[config.mk]
export PLATFORM = sky130hd
export DESIGN_NAME = fifo_wr_arbiter
export DESIGN_NICKNAME = d
export VERILOG_FILES = /design/src/rtl/fifo_wr_arbiter.sv
export SDC_FILE = /design/constraint.sdc
export NUM_CORES = 1
export LEC_CHECK = 0
export CELL_PAD_IN_SITES_DETAIL_PLACEMENT = 0
export CELL_PAD_IN_SITES_GLOBAL_PLACEMENT = 1
export CORE_UTILIZATION = 20
export DETAILED_ROUTE_END_ITERATION = 6
export PLACE_DENSITY = 0.76
export SLEW_MARGIN = 40
export SYNTH_ARGS = -nofsm -noshare
export SYNTH_HDL_FRONTEND = slang
export SYNTH_SLANG_ARGS = --single-unit
[constraint.sdc]
create_clock -name clk -period 1.9 [get_ports clk]
set_clock_uncertainty 0.05 [all_clocks]
set_input_delay 0.38 -clock clk [delete_from_list [all_inputs] [get_ports clk]]
set_output_delay 0.38 -clock clk [all_outputs]
set_load 0.01 [all_outputs]
[src/rtl/fifo_wr_arbiter.sv]
// Round-robin write arbiter: grants one requester the downstream FIFO for a
// whole packet (until its last word is written), then rotates priority.
module fifo_wr_arbiter #(
   parameter int DATA_WIDTH = 8,
   parameter int NUM_REQ    = 4,
   localparam int ID_WIDTH  = $clog2(NUM_REQ)
) (
   input  logic                          clk,
   input  logic                          reset,
   input  logic [NUM_REQ-1:0]            req,
   input  logic [NUM_REQ-1:0]            req_last,
   input  logic [NUM_REQ*DATA_WIDTH-1:0] req_data,
   output logic [NUM_REQ-1:0]            ack,
   input  logic                          full,
   output logic                          wr,
   output logic [DATA_WIDTH-1:0]         wr_data,
   output logic [ID_WIDTH-1:0]           grant_id,
   output logic                          busy
);

   typedef enum logic {
      IDLE   = 1'b0,
      LOCKED = 1'b1
   } state_t;

   state_t              state, state_nxt;
   logic [ID_WIDTH-1:0] grant_nxt;
   logic [ID_WIDTH-1:0] rr_ptr, rr_nxt;
   logic [ID_WIDTH-1:0] pick_id, cand;
   logic                pick_valid;
   logic [DATA_WIDTH-1:0] data_arr [NUM_REQ];

   for (genvar i = 0; i < NUM_REQ; i++) begin : g_slice
      assign data_arr[i] = req_data[i*DATA_WIDTH +: DATA_WIDTH];
   end

   // Scan offsets from high to low so the lowest offset from rr_ptr wins;
   // NUM_REQ is a power of two, so the ID_WIDTH-bit add wraps for free.
   always_comb begin
      pick_valid = 1'b0;
      pick_id    = rr_ptr;
      cand       = '0;
      for (int k = NUM_REQ - 1; k >= 0; k--) begin
         cand = rr_ptr + ID_WIDTH'(k);
         if (req[cand]) begin
            pick_valid = 1'b1;
            pick_id    = cand;
         end
      end
   end

   // NOTE: every signal gets a default before the case so no path leaves it
   // unassigned, which would otherwise infer a latch.
   always_comb begin
      state_nxt = state;
      grant_nxt = grant_id;
      rr_nxt    = rr_ptr;
      wr        = 1'b0;
      ack       = '0;
      case (state)
         IDLE: begin
            if (pick_valid) begin
               state_nxt = LOCKED;
               grant_nxt = pick_id;
            end
         end
         LOCKED: begin
            wr            = req[grant_id] & ~full;
            ack[grant_id] = wr;
            if (wr && req_last[grant_id]) begin
               state_nxt = IDLE;
               rr_nxt    = grant_id + ID_WIDTH'(1);
            end
         end
         default: state_nxt = IDLE;
      endcase
   end

   // NOTE: state registers use non-blocking assignments so every flop samples
   // pre-edge values regardless of process evaluation order.
   always_ff @(posedge clk) begin
      if (reset) begin
         state    <= IDLE;
         grant_id <= '0;
         rr_ptr   <= '0;
      end else begin
         state    <= state_nxt;
         grant_id <= grant_nxt;
         rr_ptr   <= rr_nxt;
      end
   end

   assign busy    = (state == LOCKED);
   assign wr_data = data_arr[grant_id];

endmodule

==> impl_metrics.yaml <==
run_status:
  status: "finished, violations left"
  violations: "design-rule violations, negative setup slack"
detailed_routing:
  drtPass1Iterations: 6
  wl_per_cell_um: 15.19
  antenna_left: 0
  finalWirelength_um: 2536
  drc: 10
  viasPerCell: 4.814
  num_vias: 804
  drtIter0Drc: 36
cts:
  postCtsHoldBufs: 0
  cts_made_buffers: 3
  clk_pin_slew_ps: 50
  numClockSinks: 5
  ctsRootBufferMaster: "clkbuf_4"
  cts_tree: "yes"
  htreeDepth: 1
  clockBufferDepth: 2
  clock_latency_ps: 240
synthesis:
  synthAdderAreaFrac: 0.07984
  synth_compound_area_frac: 0.1098
  async_flop_share: 0
  muxShareOfSynthArea: 0.4012
  synth_edf_count: 0
  netlist_instances: 60
  ys_ff_latch: 5
  yosysTopAreaCellShare: 0.2874
  synth_area_um2: 626.9
  ys_top_cells_by_area: "mux4_2, dfxtp_1, ha_1"
  syn_nets: 107
  yosysSeqAreaShare: 0.1597
  avgSynthCellArea_um2: 10.45
  synth_top_family_by_area: "multiplexers"
  synth_warnings: 0
  ys_types: 27
  yosys.area_share.xor_xnor: 0
  synthFlopType: "dfxtp_1"
  yosys.area_share.simple: 0.1996
  synth_top_cell_by_area: "mux4_2"
sta:
  rsz0062_at_grt: "yes"
  setup_violations: 3
  period_minus_slack_ps: 1964
  relSlewSlack: 0.8491
  drv_slew: 0
  tightest_slew_ps: 221.9
  fmax_mhz: 509.2
  hold_viol: 0
  setup_ws_ps: -63.93
  fin_crit_sh: 1.034
floorplanning:
  die_w_um: 57.99
  core_area_um2: 2853
  die_y_um: 57.99
  dieArea_um2: 3362
  io-pin-count: 59
  start_util: 0.2197
  rows: 19
layout:
  drive_gt1_frac: 0.4044
  nets: 184
  layout_common_cells: "clkdlybuf4s50_1, buf_6, mux4_2, buf_2, buf_4"
  diodes: 0
  postLayoutCellArea_um2: 1400
  layout_commonest_cell: "clkdlybuf4s50_1"
  layout.cells.non_filler: 167
  area_growth_syn_to_layout_pct: 123.4
grt:
  grtUsageTotal: 0.1493
  grt_max_degree: 15
  grt_pass1_vias: 829
  overflow: 0
  grt_antenna_before_repair: 0
  grt_pass1_wl_um: 3822
power:
  powerDensity_nw_per_um2: 368.5
  ir_drop_uv: 305.8
  p_leak_nw: 0.5623
hold_path:
  worstHoldPathCells: 2
  hp-class: "reg -> reg"
  min_from: "rr_ptr[1]"
  min_to: "rr_ptr[1]"
critical_path:
  arrival_ps: 1530
  crit_path_max_fanout: 4
  r2r-end: "rr_ptr[0]"
  timing_worst_setup_path_type: "reg -> out"
  r2r_cells: 5
  r2r_setup_slack_ps: 90
  cp-end-kind: "output pin"
  start_kind: "flop"
  cp.required_ps: 1470
  r2r-start: "grant_id[0]"
place:
  placed_area_um2: 1316
  gp_congestion: 0.7789
  place_inst: 158
  dp_hpwl_um: 1986
  port-buffer-count: 58
job:
  cap_viol_max_count: 0
-- repair_timing --
item | 4_1_cts | 5_1_grt
setup endpoints to repair | 15 | 7
setup buffers | 5 | 0
pin swaps | 5 | 2
resized for setup | 76 | 10
-- worst max-delay path: stages, from the launching register on --
cell	delay [ps]
dfxtp_4	380
buf_6	110
mux2i_4	230
o22ai_4	100
buf_6	130
buf_6	100
and2_4	120
buf_6	110
-- worst max-delay path by stage --
| stage | start | slack, ps | endpoint | cells after the start |
|---|---|---|---|---|
| 2_1_floorplan | grant_id[0] | 100 | wr_data[0] | 3 |
| 3_3_place_gp | full | -650 | ack[1] | 5 |
| 3_5_place_dp | full | -670 | ack[1] | 5 |
| 4_1_cts | busy | -70 | ack[3] | 6 |
| 5_1_grt | grant_id[0] | -100 | ack[2] | 7 |
| 6_report | grant_id[0] | -60 | ack[3] | 7 |
-- synth_stat cells, types with 3 or more instances --
cell type  count
and2_1         4
nand2b_1       3
o21ai_0        3
mux4_2         8
dfxtp_1        5
mux2i_1        3
a21oi_1        5
inv_1          3
ha_1           4
nor2_1         5
-- metrics by stage --
stage               power (mW)  TNS, ps  hold WS (ps)    util  setup slack, ps
finish                  0.5159   -184.5         522.6  0.4908           -63.93
global route            0.5447   -309.3         572.7  0.4908           -104.2
CTS                     0.5125   -205.6         529.6  0.4820           -72.00
detailed placement      0.3842    -5649         523.2  0.4614           -673.5
global placement        0.3823    -5530         493.9  0.4614           -652.0
floorplan               0.2128        0         399.1       -            103.1
-- flip-flops by register name, indices dropped and copies added (netlist names) --
| name | cells |
|---|---|
| busy | 1 |
| rr_ptr | 2 |
| grant_id | 2 |
-- power by group --
group | switching (mW) | internal [mW]
clock network | 0.0464 | 0.0796
registers | 0.00515 | 0.111
logic | 0.0925 | 0.182
-- cells by family (layout without fill, tap and decap cells) --
logic type	after synthesis	in the layout
flip-flops	5	5
AND/OR/NAND/NOR	21	21
multiplexers	13	13
AO/OA/AOI/OAI	11	11
adder cells (fa/ha/maj)	4	4
buffers and inverters	6	82
-- metal layers --
| metal | track usage | up-vias | wire length (um) |
|---|---|---|---|
| li1 | - | 384 | - |
| met1 | 0.1881 | 376 | 1049 |
| met2 | 0.2611 | 44 | 1171 |
| met3 | 0.03348 | 0 | 316 |
| met4 | 0.03061 | 0 | 0 |
| met5 | 0 | - | 0 |
-- cell type report --
| class | count | area, um^2 |
|---|---|---|
| Sequential cell | 5 | 105.1 |
| Multi-Input combinational cell | 49 | 528.0 |
| Fill cell | 285 | 1453 |
| Inverter | 3 | 11.26 |
| Clock buffer | 4 | 26.28 |
| Timing Repair Buffer | 75 | 690.7 |
| Tap cell | 31 | 38.79 |
Note: power is estimated with default switching activity, not from simulation.
